### config.mk
export PLATFORM = sky130hd
export DESIGN_NAME = rx_cfg_sequencer
export DESIGN_NICKNAME = d
export VERILOG_FILES = /design/src/rtl/rx_cfg_pkg.sv /design/src/rtl/gain_ramp_unit.sv /design/src/rtl/rx_cfg_sequencer.sv
export SDC_FILE = /design/constraint.sdc
export NUM_CORES = 1
export LEC_CHECK = 0
export CAP_MARGIN = 20
export CELL_PAD_IN_SITES_DETAIL_PLACEMENT = 1
export CELL_PAD_IN_SITES_GLOBAL_PLACEMENT = 1
export CORE_MARGIN = 4
export CORE_UTILIZATION = 40
export CTS_CLUSTER_SIZE = 16
export DETAILED_ROUTE_END_ITERATION = 8
export PLACE_DENSITY = 0.73
export SLEW_MARGIN = 15
export SYNTH_ARGS = -nofsm -noshare
export SYNTH_HDL_FRONTEND = slang
export SYNTH_SLANG_ARGS = --single-unit
### constraint.sdc
create_clock -name clock -period 3.83 [get_ports clock]
set_input_delay 0.766 -clock clock [delete_from_list [all_inputs] [get_ports clock]]
set_output_delay 0.766 -clock clock [all_outputs]
set_load 0.01 [all_outputs]
### src/rtl/rx_cfg_pkg.sv
// Shared types for the receive-DSP configuration sequencer: register map,
// sequencer states and the packed configuration record.
package rx_cfg_pkg;

  localparam int NUM_REGS   = 9;
  localparam int DATA_WIDTH = 16;

  localparam logic [3:0] ADDR_DDC_PHASE   = 4'd0;
  localparam logic [3:0] ADDR_DEMIX_PHASE = 4'd1;
  localparam logic [3:0] ADDR_DUC1_PHASE  = 4'd2;
  localparam logic [3:0] ADDR_DUC2_PHASE  = 4'd3;
  localparam logic [3:0] ADDR_DUC3_PHASE  = 4'd4;
  localparam logic [3:0] ADDR_LPF1_GAIN   = 4'd5;
  localparam logic [3:0] ADDR_LPF2_GAIN   = 4'd6;
  localparam logic [3:0] ADDR_LPF3_GAIN   = 4'd7;
  localparam logic [3:0] ADDR_LPF4_GAIN   = 4'd8;

  typedef enum logic [1:0] {
    ST_IDLE,
    ST_APPLY,
    ST_RAMP,
    ST_SETTLE
  } state_t;

  typedef struct packed {
    logic [DATA_WIDTH-1:0] ddc_phase;
    logic [DATA_WIDTH-1:0] demix_phase;
    logic [DATA_WIDTH-1:0] duc1_phase;
    logic [DATA_WIDTH-1:0] duc2_phase;
    logic [DATA_WIDTH-1:0] duc3_phase;
    logic [DATA_WIDTH-1:0] lpf1_gain;
    logic [DATA_WIDTH-1:0] lpf2_gain;
    logic [DATA_WIDTH-1:0] lpf3_gain;
    logic [DATA_WIDTH-1:0] lpf4_gain;
  } rx_cfg_t;

  // Returns cfg with one field replaced; unknown addresses leave it intact.
  function automatic rx_cfg_t cfg_write(input rx_cfg_t cfg, input logic [3:0] addr,
                                        input logic [DATA_WIDTH-1:0] data);
    rx_cfg_t r;
    r = cfg;
    case (addr)
      ADDR_DDC_PHASE:   r.ddc_phase   = data;
      ADDR_DEMIX_PHASE: r.demix_phase = data;
      ADDR_DUC1_PHASE:  r.duc1_phase  = data;
      ADDR_DUC2_PHASE:  r.duc2_phase  = data;
      ADDR_DUC3_PHASE:  r.duc3_phase  = data;
      ADDR_LPF1_GAIN:   r.lpf1_gain   = data;
      ADDR_LPF2_GAIN:   r.lpf2_gain   = data;
      ADDR_LPF3_GAIN:   r.lpf3_gain   = data;
      ADDR_LPF4_GAIN:   r.lpf4_gain   = data;
      default: ;
    endcase
    return r;
  endfunction

endpackage

### src/rtl/gain_ramp_unit.sv
// One live LPF gain: slews toward its target by at most RAMP_STEP per enabled
// clock, landing exactly on target without wrapping past 0 or full scale.
module gain_ramp_unit
  import rx_cfg_pkg::*;
#(
  parameter int RAMP_STEP = 64
) (
  input  logic                  clock,
  input  logic                  resetn,
  input  logic                  step_en,
  input  logic [DATA_WIDTH-1:0] target,
  output logic [DATA_WIDTH-1:0] gain,
  output logic                  at_target
);

  localparam logic [DATA_WIDTH:0] STEP = (DATA_WIDTH+1)'(RAMP_STEP);

  logic [DATA_WIDTH:0]   cur_ext;
  logic [DATA_WIDTH:0]   tgt_ext;
  logic [DATA_WIDTH-1:0] gain_next;

  // One extra bit keeps the distance compare free of wrap-around.
  always_comb begin
    cur_ext = {1'b0, gain};
    tgt_ext = {1'b0, target};
    if (tgt_ext >= cur_ext) begin
      gain_next = (tgt_ext - cur_ext <= STEP) ? target : DATA_WIDTH'(cur_ext + STEP);
    end else begin
      gain_next = (cur_ext - tgt_ext <= STEP) ? target : DATA_WIDTH'(cur_ext - STEP);
    end
    at_target = (gain_next == target);
  end

  always_ff @(posedge clock or negedge resetn) begin
    if (!resetn) begin
      gain <= '0;
    end else if (step_en) begin
      gain <= gain_next;
    end
  end

endmodule

### src/rtl/rx_cfg_sequencer.sv
// Runtime configuration owner for the receive DSP core: shadow writes,
// atomic phase-increment commit, gain ramp and filter-flush settle window.
module rx_cfg_sequencer
  import rx_cfg_pkg::*;
#(
  parameter int RAMP_STEP     = 64,
  parameter int SETTLE_CYCLES = 32
) (
  input  logic        clock,
  input  logic        resetn,
  input  logic        cfg_wr_en,
  input  logic [3:0]  cfg_wr_addr,
  input  logic [15:0] cfg_wr_data,
  output logic        cfg_wr_err,
  input  logic        commit_req,
  output logic        commit_busy,
  output logic        commit_done,
  output logic        out_valid,
  output logic [15:0] ddc_phase_inc,
  output logic [15:0] demix_phase_inc,
  output logic [15:0] duc1_phase_inc,
  output logic [15:0] duc2_phase_inc,
  output logic [15:0] duc3_phase_inc,
  output logic [15:0] lpf1_gain,
  output logic [15:0] lpf2_gain,
  output logic [15:0] lpf3_gain,
  output logic [15:0] lpf4_gain
);

  localparam int CW = (SETTLE_CYCLES > 1) ? $clog2(SETTLE_CYCLES) : 1;

  state_t  state_q, state_d;
  rx_cfg_t shadow_q, shadow_d, target_q, live;

  logic [4:0][DATA_WIDTH-1:0] phase_q;
  logic [3:0][DATA_WIDTH-1:0] gain_live;
  logic [3:0][DATA_WIDTH-1:0] gain_target;
  logic [3:0]                 gain_at_target;
  logic [CW-1:0]              cnt_q;

  logic wr_ok, wr_bad;
  logic pending_q, pending_d;
  logic valid_d, done_d;
  logic snap, apply, ramp_en, load_cnt, dec_cnt;

  always_comb begin
    wr_ok    = cfg_wr_en && (cfg_wr_addr <  4'(NUM_REGS));
    wr_bad   = cfg_wr_en && (cfg_wr_addr >= 4'(NUM_REGS));
    // Snapshots read shadow_d so a write in the commit cycle is included.
    shadow_d = wr_ok ? cfg_write(shadow_q, cfg_wr_addr, cfg_wr_data) : shadow_q;
  end

  always_ff @(posedge clock or negedge resetn) begin
    if (!resetn) state_q <= ST_IDLE;
    else         state_q <= state_d;
  end

  always_comb begin
    // NOTE: every output gets a default first so no path can infer a latch.
    state_d   = state_q;
    pending_d = pending_q;
    valid_d   = out_valid;
    done_d    = 1'b0;
    snap      = 1'b0;
    apply     = 1'b0;
    ramp_en   = 1'b0;
    load_cnt  = 1'b0;
    dec_cnt   = 1'b0;
    case (state_q)
      ST_IDLE: begin
        if (commit_req) begin
          snap    = 1'b1;
          valid_d = 1'b0;
          state_d = ST_APPLY;
        end
      end
      ST_APPLY: begin
        apply   = 1'b1;
        state_d = ST_RAMP;
        if (commit_req) pending_d = 1'b1;
      end
      ST_RAMP: begin
        ramp_en = 1'b1;
        if (commit_req) pending_d = 1'b1;
        if (&gain_at_target) begin
          load_cnt = 1'b1;
          state_d  = ST_SETTLE;
        end
      end
      ST_SETTLE: begin
        if (cnt_q == '0) begin
          done_d = 1'b1;
          // A request arriving on the exit cycle is treated like a pending one.
          if (pending_q || commit_req) begin
            snap      = 1'b1;
            pending_d = 1'b0;
            state_d   = ST_APPLY;
          end else begin
            valid_d = 1'b1;
            state_d = ST_IDLE;
          end
        end else begin
          dec_cnt = 1'b1;
          if (commit_req) pending_d = 1'b1;
        end
      end
      default: state_d = ST_IDLE;
    endcase
  end

  // NOTE: shadow and target are plain flops rather than a RAM, so they take the async reset.
  always_ff @(posedge clock or negedge resetn) begin
    if (!resetn) begin
      shadow_q    <= '0;
      target_q    <= '0;
      phase_q     <= '0;
      pending_q   <= 1'b0;
      out_valid   <= 1'b0;
      commit_done <= 1'b0;
      cfg_wr_err  <= 1'b0;
      cnt_q       <= '0;
    end else begin
      // NOTE: non-blocking throughout so every flop samples pre-edge values.
      shadow_q    <= shadow_d;
      pending_q   <= pending_d;
      out_valid   <= valid_d;
      commit_done <= done_d;
      cfg_wr_err  <= wr_bad;
      if (snap) target_q <= shadow_d;
      if (apply) begin
        phase_q[0] <= target_q.ddc_phase;
        phase_q[1] <= target_q.demix_phase;
        phase_q[2] <= target_q.duc1_phase;
        phase_q[3] <= target_q.duc2_phase;
        phase_q[4] <= target_q.duc3_phase;
      end
      if (load_cnt)     cnt_q <= CW'(SETTLE_CYCLES - 1);
      else if (dec_cnt) cnt_q <= cnt_q - CW'(1);
    end
  end

  assign gain_target[0] = target_q.lpf1_gain;
  assign gain_target[1] = target_q.lpf2_gain;
  assign gain_target[2] = target_q.lpf3_gain;
  assign gain_target[3] = target_q.lpf4_gain;

  for (genvar g = 0; g < 4; g++) begin : g_gain
    gain_ramp_unit #(
      .RAMP_STEP(RAMP_STEP)
    ) u_ramp (
      .clock    (clock),
      .resetn   (resetn),
      .step_en  (ramp_en),
      .target   (gain_target[g]),
      .gain     (gain_live[g]),
      .at_target(gain_at_target[g])
    );
  end

  always_comb begin
    live.ddc_phase   = phase_q[0];
    live.demix_phase = phase_q[1];
    live.duc1_phase  = phase_q[2];
    live.duc2_phase  = phase_q[3];
    live.duc3_phase  = phase_q[4];
    live.lpf1_gain   = gain_live[0];
    live.lpf2_gain   = gain_live[1];
    live.lpf3_gain   = gain_live[2];
    live.lpf4_gain   = gain_live[3];
  end

  assign commit_busy     = (state_q != ST_IDLE);
  assign ddc_phase_inc   = live.ddc_phase;
  assign demix_phase_inc = live.demix_phase;
  assign duc1_phase_inc  = live.duc1_phase;
  assign duc2_phase_inc  = live.duc2_phase;
  assign duc3_phase_inc  = live.duc3_phase;
  assign lpf1_gain       = live.lpf1_gain;
  assign lpf2_gain       = live.lpf2_gain;
  assign lpf3_gain       = live.lpf3_gain;
  assign lpf4_gain       = live.lpf4_gain;

endmodule

---- Yosys cells after proc, flatten, opt, wreduce, memory -nomap -nowiden ----
Cells that the tools add are included.
word-level totals
  memories ................................ 0
  logic and storage cells ................. 148
  input bits .............................. 24
  register bits ........................... 443
  bits in read-only memories .............. 0
  RAM bits ................................ 0
  latch bits .............................. 0
operators by class
  bitwise logic cells ..................... 0
  shift-type cells ........................ 0
  div/mod/pow operators ................... 0
  multiply operators ...................... 0
  $lt $le $gt $ge ......................... 14
  reduce and logical (&&, ||, !) cells .... 15
  mux-type cells .......................... 49
  add/sub/neg operators ................... 17
  eq/ne operators ......................... 20
operator list
  kind                                                                     number
  16-bit 2-to-1 mux                                                        21
  144-bit 2-to-1 mux                                                       1
  17-bit by 7-bit <= comparator with 1-bit output (second input constant)  8
  16-bit by 16-bit subtractor with 17-bit output                           8
  16-bit by 7-bit adder with 16-bit output (second input constant)         4
  16-bit equality test                                                     4
  16-bit >= comparator                                                     4
  16-bit by 7-bit subtractor with 16-bit output (second input constant)    4
  1-bit 2-to-1 mux                                                         18
  4-bit by 3-bit equality test with 1-bit output (second input constant)   4
  5-bit 2-to-1 mux                                                         2
  4-bit by 2-bit equality test with 1-bit output (second input constant)   2
  2-bit != test (second input constant)                                    4
  2-bit case mux with 4 select lines                                       1
  4-bit AND reduction                                                      2
  2-bit nonzero test                                                       4
  2-bit 2-to-1 mux                                                         3
  1-bit case mux with 2 select lines                                       3
  5-bit zero test                                                          1
  5-bit by 1-bit subtractor with 5-bit output (second input constant)      1
  2-bit equality test (second input constant)                              2
  4-bit by 1-bit equality test with 1-bit output (second input constant)   1
  4-bit equality test (second input constant)                              1
  4-bit >= comparator (second input constant)                              1
  other kinds (10)                                                         11

---- Longest topological paths before layout ----
Gate-level depths: netlist of run 1.
  depth in word-level cells ............... 9
  gate-level depth with buffers ........... 19
  gate-level depth less buffers ........... 15

---- Cells and area by module ----
Synthesis of run 1 repeated with hierarchy kept, for this count alone.
second synthesis, totals
  cell total of the unflattened synthesis .. 2728
  area total of the unflattened synthesis .. 28112.0 µm²
modules (own cells, without submodules)
  module                                 seq. area each (µm²)  cells an instance  times used  area each (µm²)
  rx_cfg_sequencer                       9484.1                846                1           14367.5
  gain_ramp_unit (g_gain[1].u_ramp ...)  400.4                 485                2           3478.3
  gain_ramp_unit (g_gain[0].u_ramp)      400.4                 463                1           3413.3
  gain_ramp_unit (g_gain[3].u_ramp)      400.4                 449                1           3374.5

---- Least setup slack after synthesis of run 1 ----
OpenSTA, ideal clock, no wires.
  path kind ............................... register to register
  start ................................... register g_gain[2].u_ramp.gain[8]
  end ..................................... register state_q[1]
  data arrival time ....................... 3999 ps
  cell stages (with the launch flop) ...... 16
  path slack .............................. -294 ps
  buffers on the path ..................... 2
  library setup time ...................... 125 ps
  cells stage by stage .................... dfrtp_1 -> clkbuf_1 -> clkinv_1 -> ha_1 -> buf_2 -> nand4_1 -> a211o_1 -> a2111o_1 -> a311oi_1 -> nand4b_1 -> nor4_4 -> nor2_2 -> a2111oi_4 -> a31o_4 -> o211ai_2 -> mux2_4
between the ends
  cells in the longest elaborated chain, start to end .. 8
ends and longest elaborated chain
  what                                                                line                                        RTL
  from (decl)                                                         gain_ramp_unit.sv:12                        output logic [DATA_WIDTH-1:0] gain,
  from (signal assigned)                                              gain_ramp_unit.sv:38                        gain <= gain_next;
  16-bit by 16-bit subtractor with 17-bit output (on tied branches)   gain_ramp_unit.sv:29, gain_ramp_unit.sv:27
  17-bit by 7-bit <= comparator with 1-bit output (on tied branches)  gain_ramp_unit.sv:29, gain_ramp_unit.sv:27
  16-bit 2-to-1 mux (on tied branches)                                gain_ramp_unit.sv:29, gain_ramp_unit.sv:27
  16-bit 2-to-1 mux (*)                                               gain_ramp_unit.sv:26                        if (tgt_ext >= cur_ext) begin
  16-bit equality test (*)                                            gain_ramp_unit.sv:31                        at_target = (gain_next == target);
  4-bit AND reduction (*)                                             rx_cfg_sequencer.sv:85                      if (&gain_at_target) begin
  2-bit != test (no source line) (*)                                  n/a
  3-bit AND reduction (no source line) (*)                            n/a
  to (signal assigned)                                                rx_cfg_sequencer.sv:55                      else state_q <= state_d;
  to (decl)                                                           rx_cfg_sequencer.sv:32                      state_t state_q, state_d;
Every way passes the cells marked *; elsewhere a longest branch is shown, timed or not.
A chain may end at the register's enable or synchronous reset.

---- Final worst setup path of run 1 ----
  start ................................... register g_gain[1].u_ramp.gain[8]
  end ..................................... register state_q[1]
between the ends
  cells in the longest elaborated chain, start to end .. 8
ends and longest elaborated chain
  what                                                                line
  from (decl)                                                         gain_ramp_unit.sv:12
  from (signal assigned)                                              gain_ramp_unit.sv:38
  16-bit by 16-bit subtractor with 17-bit output (on tied branches)   gain_ramp_unit.sv:29, gain_ramp_unit.sv:27
  17-bit by 7-bit <= comparator with 1-bit output (on tied branches)  gain_ramp_unit.sv:29, gain_ramp_unit.sv:27
  16-bit 2-to-1 mux (on tied branches)                                gain_ramp_unit.sv:29, gain_ramp_unit.sv:27
  16-bit 2-to-1 mux (*)                                               gain_ramp_unit.sv:26
  16-bit equality test (*)                                            gain_ramp_unit.sv:31
  4-bit AND reduction (*)                                             rx_cfg_sequencer.sv:85
  2-bit != test (no source line) (*)                                  n/a
  3-bit AND reduction (no source line) (*)                            n/a
Marked as above.

==> results.sh, run 1 <==
export IMPL_status="complete, but fails checks"
export IMPL_violations="negative setup slack"
export IMPL_fin_crit_ns=3.972
export IMPL_final_area_mm2=0.03622
export IMPL_rows=95
export IMPL_fin_total_pwr_uw=39270
export IMPL_end_kind="flip-flop"
export IMPL_num_vias=23652
export IMPL_clk_latency_ns=0.61
export IMPL_final_nets=3473
export IMPL_place_worst_setup_slack_ns=-0.4880
export IMPL_synth_cells=2682
export IMPL_r2r_start="g_gain[1].u_ramp.gain[8]"
export IMPL_cts_buffers=49
export IMPL_routabilityCongestion=0.9222
export IMPL_drtIter0Drc=1255
export IMPL_synth_top_area_share_pct=41.03
export IMPL_synth_top_area_cell="dfrtp_1"
export IMPL_period_share_pct=103.7
export IMPL_wire_per_inst_um=23.59
export IMPL_grt_max_degree=94
export IMPL_critPathKind="flip-flop to flip-flop"
export IMPL_grt_first_pass_wirelength_mm=153.9
export IMPL_drtPass1Iterations=5
export IMPL_synth_warnings=0
export IMPL_finalWorstSetupSlack_ns=-0.1417
export IMPL_p_leak_uw=0.01592
export IMPL_finClkSkew_ns=0.02183
export IMPL_cp_buffers_inverters=2
export IMPL_yosys_register_bits=443
export IMPL_synth_area_leaders="dfrtp_1, mux2_2, ha_1"
export IMPL_ys_types=100
export IMPL_overflow=0
export IMPL_layout_common_cells="buf_4, dfrtp_1, mux2_2"
export IMPL_clk_pin_slew_ns=0.07
export IMPL_synthArstFlopShare_pct=100.0
export IMPL_drt_wl_total_mm=99.66
export IMPL_required_ns=4.32
export IMPL_route_detailed_drc=0
export IMPL_worstPathArrival_ns=4.46
export IMPL_start_util_pct=40.30
export IMPL_dieArea_mm2=0.07177
export IMPL_drtAntennaViolNets=0
export IMPL_ys_seq_area_share_pct=41.03
export IMPL_dpl_instance_area_mm2=0.03320
export IMPL_multi_input_area_mm2=0.01587
export IMPL_cts_buffer_depth=3
export IMPL_slew_viol_final=0
export IMPL_htree_levels=2
export IMPL_track_usage_pct=27.30
export IMPL_synthFlopType="dfrtp_1"
export IMPL_port_buffers=171
export IMPL_cap_violations=0
export IMPL_synth_area_mm2=0.02702
export IMPL_synth_edf_count=0
export IMPL_cts_root_buf="clkbuf_16"
export IMPL_crit_family="compound AO/OA/AOI/OAI gates"
export IMPL_fill_cells=7310
export IMPL_die_h_um=267.9
export IMPL_path_max_fanout=8
export IMPL_max_stage_delay_ns=0.40
export IMPL_io_pins=172
export IMPL_cpMaxStageDelayCell="dfrtp_1"
export IMPL_timing_fmax_mhz=251.8
export IMPL_final_common_cell="buf_4"
export IMPL_worstHoldPathType="primary input to asynchronous set/reset pin"
export IMPL_antenna_found_initial=7
export IMPL_rsz0062_at_grt="true"
export IMPL_cts_sinks=443
export IMPL_cts_tree="yes"
export IMPL_cp_cell_sequence="inv_2 -> ha_4 -> buf_4 -> a211oi_4 -> o21bai_1 -> or2_2 -> or3_4 -> o311ai_4 -> o2111ai_2 -> o221a_2 -> nor2_2 -> mux2i_2 -> o2111a_2 -> a31o_4 -> o211ai_2 -> mux2_4"
export IMPL_syn_avg_cell_area_um2=10.07
export IMPL_place_hpwl_mm=73.62
export IMPL_die_w_um=267.9
export IMPL_power_density_mw_per_mm2=1084
export IMPL_area_growth_pct=34.05
export IMPL_setup_viol=3
export IMPL_grt_pass1_vias=26368
export IMPL_vias_per_cell=5.598
export IMPL_maxSlewHeadroom_pct=22.39
export IMPL_crit_path_start="g_gain[1].u_ramp.gain[8]"
export IMPL_fp_coreArea_mm2=0.06704
export IMPL_tightest_slew_ns=1.161
export IMPL_crit_path_start_kind="flip-flop"
export IMPL_max_vdd_ir_drop_uv=575.0
export IMPL_hold_violations=0
export IMPL_regArea_mm2=0.01109
export IMPL_drive_gt1_share_pct=35.48
export IMPL_synth_nets=2848
-- layout make-up --
| type | count | share of cell area (%) |
|---|---|---|
| timing repair buffer | 703 | 16.11 |
| clock inverter | 22 | 0.8568 |
| tap | 873 | 3.016 |
| antenna | 6 | 0.04146 |
| multi-input combinational | 1944 | 43.82 |
| inverter | 166 | 1.724 |
| sequential | 443 | 30.62 |
| clock buffer | 68 | 3.804 |
-- worst reg2reg max path, delay by kind of cell (launching register included) --
family                   cells  cell delay (ns)
adder cells (fa/ha/maj)      1             0.22
flip-flops                   1             0.40
buffers and inverters        2             0.27
AO/OA/AOI/OAI                8             1.58
multiplexers                 2             0.59
AND/OR/NAND/NOR              3             0.80
-- sequential cells by signal, summed over array words and instances (netlist names) --
register and count:
cnt_q 5, state_q 2, out_valid 1, target_q 80, cfg_wr_err 1, commit_done 1, pending_q 1, gain_target 64
g_gain.u_ramp.gain 64, duc3_phase_inc 16, ddc_phase_inc 16, shadow_q 144, duc1_phase_inc 16, duc2_phase_inc 16, demix_phase_inc 16
-- power breakdown --
| group | leakage, µW | switching (µW) | internal, µW |
|---|---|---|---|
| Combinational | 0.00958 | 14100 | 12600 |
| Sequential | 0.00551 | 1200 | 6440 |
| Clock | 0.000826 | 2070 | 2880 |
-- synthesized netlist by cell type (all sizes together) (11+ instances only) --
library cell and count:
nor2 137, nand4 46, nor3 55, a211oi 29, mux2i 13, o2111ai 11
mux2 356, a31oi 17, dfrtp 443, xor2 48, ha 142, clkbuf 91
o21a 23, buf 38, nand2b 22, nor2b 18, nand2 164, o21bai 14
and3 15, or3 16, xnor2 143, nand3 49, o21ai 162, and2 19
a21o 20, inv 162, a21oi 186, o211ai 31, nor4 32
-- per-stage QoR --
step | cells | setup TNS [ns] | utilization (%) | hold slack (ns)
3_5_place_dp | 4101 | -2.645 | 49.53 | 0.4821
6_report | 4225 | -0.2093 | 54.02 | 0.1835
4_1_cts | 4207 | -0.1983 | 52.92 | 0.2090
2_1_floorplan | 2682 | -0.07908 | - | 0.4680
3_3_place_gp | 4101 | -1.568 | 49.53 | 0.4751
5_1_grt | 4219 | -1.312 | 54.00 | 0.2370
-- path summary, 6_finish.rpt --
path | cells past startpoint | slack (ns) | to
worst max-delay path | 16 | -0.14 | state_q[1]
worst max register to register | 16 | -0.14 | state_q[1]
max in group asynchronous | 2 | 2.57 | shadow_q[39]
worst min register to register | 1 | 0.49 | shadow_q[60]
worst min-delay path | 1 | 0.18 | shadow_q[94]
min in group clock | 1 | 0.49 | shadow_q[60]
-- cell families (layout without fill, tap and decap cells) --
| family | after synthesis | in the layout | share of synthesized area, % |
|---|---|---|---|
| AO/OA/AOI/OAI | 621 | 621 | 14.97 |
| AND/OR/NAND/NOR | 620 | 620 | 11.51 |
| flip-flops | 443 | 443 | 41.03 |
| multiplexers | 370 | 370 | 15.42 |
| buffers and inverters | 295 | 959 | 4.302 |
| XOR/XNOR | 191 | 191 | 6.192 |
| adder cells (fa/ha/maj) | 142 | 142 | 6.576 |
| other | 0 | 6 | 0 |
-- timing repair --
| action | CTS | global route |
|---|---|---|
| cloned | 0 | 0 |
| resized for setup | 97 | 137 |
| hold buffers | 0 | 0 |
| pin swaps | 27 | 39 |
| setup buffers | 17 | 14 |
| setup endpoints to repair | 19 | 24 |
-- metal layers --
metal | up-vias | wire length, µm | global-route usage, %
met2 | 574 | 49110 | 47.25
met5 | - | 0 | 0
met4 | 0 | 3527 | 9.913
met1 | 12024 | 41910 | 34.73
li1 | 10872 | - | -
met3 | 182 | 5111 | 4.340
Note: power is estimated with default switching activity, not from simulation.
==> inputs of run 2 (changes only) <==
PLACE_DENSITY = 0.71   (was 0.73)
RECOVER_POWER = 100   (was not set)
clock period = 3.9 ns   (was 3.83 ns; I/O delays follow)
==> run 2 against run 1 <==
The run ends with max-capacitance violations, max-slew violations, negative setup slack left. Register-to-register slack hardly changed. Non-clock buffer count down 60. Die area is the same. Total power fell by 4.4%. Sequential cell count did not move. Sequential power fell by 3%. Critical path type unchanged.
==> results.sh, run 2 (synthesized netlist as in run 1, its figures left out) <==
export IMPL_critPathKind="flip-flop to flip-flop"
export IMPL_finalWorstSetupSlack_ns=-0.1491
export IMPL_port_buffers=171
export IMPL_status="complete, but fails checks"
export IMPL_cts_buffer_depth=3
export IMPL_num_vias=23617
export IMPL_routabilityCongestion=0.9533
export IMPL_track_usage_pct=26.55
export IMPL_maxSlewHeadroom_pct=-67.45
export IMPL_cts_buffers=47
export IMPL_cpMaxStageDelayCell="a211oi_1"
export IMPL_drt_wl_total_mm=97.69
export IMPL_worstHoldPathType="flip-flop to flip-flop"
export IMPL_cts_tree="yes"
export IMPL_slew_viol_final=134
export IMPL_cts_sinks=443
export IMPL_tightest_slew_ns=2.512
export IMPL_period_share_pct=103.8
export IMPL_overflow=0
export IMPL_dpl_instance_area_mm2=0.03283
export IMPL_worstPathArrival_ns=4.53
export IMPL_antenna_found_initial=13
export IMPL_final_common_cell="dfrtp_1"
export IMPL_grt_pass1_vias=25561
export IMPL_cts_root_buf="clkbuf_16"
export IMPL_die_h_um=267.9
export IMPL_setup_tns_ns=-0.1747
export IMPL_cap_violations=2
export IMPL_violations="max-capacitance violations, max-slew violations, negative setup slack"
export IMPL_io_pins=172
export IMPL_fin_crit_ns=4.049
export IMPL_drtAntennaViolNets=0
export IMPL_wire_per_inst_um=23.49
export IMPL_place_hpwl_mm=72.71
export IMPL_r2r_end="state_q[1]"
export IMPL_end_kind="flip-flop"
export IMPL_die_w_um=267.9
export IMPL_route_detailed_drc=0
export IMPL_holdPathEnd="shadow_q[56]"
export IMPL_fp_coreArea_mm2=0.06704
export IMPL_regToRegSetupSlack_ns=-0.15
export IMPL_timing_fmax_mhz=247.0
export IMPL_dieArea_mm2=0.07177
export IMPL_hold_violations=0
export IMPL_p_leak_uw=0.01582
export IMPL_reg2regPathDepth=15
export IMPL_rows=95
export IMPL_grt_first_pass_wirelength_mm=150.1
export IMPL_top_register="shadow_q"
export IMPL_place_worst_setup_slack_ns=-0.4418
export IMPL_dpl_cell_count=4050
export IMPL_min_path_cells=1
export IMPL_path_max_fanout=4
export IMPL_grt_max_degree=106
export IMPL_drtPass1Iterations=5
export IMPL_htree_levels=2
export IMPL_hold_start="shadow_q[56]"
export IMPL_final_area_mm2=0.03544
export IMPL_vias_per_cell=5.679
export IMPL_drtIter0Drc=1331
export IMPL_finClkSkew_ns=0.02729
export IMPL_r2r_start="g_gain[1].u_ramp.gain[1]"
export IMPL_clk_pin_slew_ns=0.06
export IMPL_required_ns=4.38
export IMPL_clk_latency_ns=0.59
export IMPL_largest_register_ffs=144
export IMPL_final_cells=4159
export IMPL_area_growth_pct=31.16
export IMPL_crit_path_start_kind="flip-flop"
export IMPL_max_stage_delay_ns=0.41
export IMPL_final_nets=3411
export IMPL_power_density_mw_per_mm2=1059
export IMPL_max_vdd_ir_drop_uv=486.2
export IMPL_start_util_pct=40.30
export IMPL_fin_util_pct=52.86
export IMPL_crit_path_start="g_gain[1].u_ramp.gain[1]"
export IMPL_cp_cell_sequence="inv_2 -> ha_4 -> nor2b_1 -> o21ai_2 -> a211oi_1 -> or3_1 -> a41o_1 -> o2111ai_4 -> o221a_2 -> nor2_4 -> mux2i_2 -> o2111a_2 -> a31o_4 -> o211ai_2 -> mux2_4"
export IMPL_rsz0062_at_grt="true"
export IMPL_setup_viol=2
export IMPL_reg_top3="shadow_q (144), target_q (80)"
export IMPL_drive_gt1_share_pct=29.02
export IMPL_layout_common_cells="dfrtp_1, buf_4, mux2_2"
## run 2: through the flow
stage / total power (µW) / hold WS, ns
4_1_cts: 36630 / 0.2577
6_report: 37530 / 0.4813
5_1_grt: 40020 / 0.5039
3_5_place_dp: 30920 / 0.4793
2_1_floorplan: 20900 / 0.4680
3_3_place_gp: 30140 / 0.4748
## run 2: final cells by class
type,instances,area (µm²)
repair buffers,643,5234
clock buffers,69,1380
well taps,873,1092
flip-flops and latches,443,11090
inverters,166,624.3
multi-input cells,1944,15680
fillers,7373,31600
diodes,5,12.51
clock inverters,16,322.8
## run 2: what timing repair did
item / 4_1_cts / 5_1_grt
buffers inserted: 8 / 14
endpoints found under the setup margin: 15 / 22
gates resized for setup: 51 / 139
hold buffers: 0 / 0
pin swaps: 14 / 34
## run 2: where the power goes
group          internal [µW]  leakage (µW)  total (µW)  switching (µW)
Combinational          11500       0.00948       25200           13700
Sequential              6320       0.00551        7440            1110
Clock                   2990      0.000830        4910            1920
## run 2: critical path, delay by kind of cell, from the launching register on
| kind | cells | cell delay (ns) |
|---|---|---|
| AO/OA/AOI/OAI | 8 | 1.92 |
| AND/OR/NAND/NOR | 3 | 0.71 |
| multiplexers | 2 | 0.58 |
| flip-flops | 1 | 0.40 |
| adder cells (fa/ha/maj) | 1 | 0.28 |
| buffers and inverters | 1 | 0.06 |
## run 2: how the worst max path moves through the flow
stage	end	slack, ns
final	state_q[1]	-0.15
after global routing	state_q[1]	-0.23
after CTS	state_q[1]	-0.19
after detailed placement	state_q[1]	-0.44
after global placement	state_q[1]	-0.32
after floorplan	state_q[1]	-0.009
## run 2: layer usage
metal,share of wire (%),global-route usage (%),vias up
li1,-,-,10749
met1,42,34.04,12098
met2,50,46.23,626
met3,5.3,4.523,144
met4,2.8,7.953,0
met5,0,0,-
==> inputs of run 3 (changes only) <==
ABC_AREA = 0   (was not set)
ABC_CLOCK_PERIOD_IN_PS = 3900   (was not set)
==> results of run 3 <==
Final layout, timing and power as in run 2 (identical DEF).
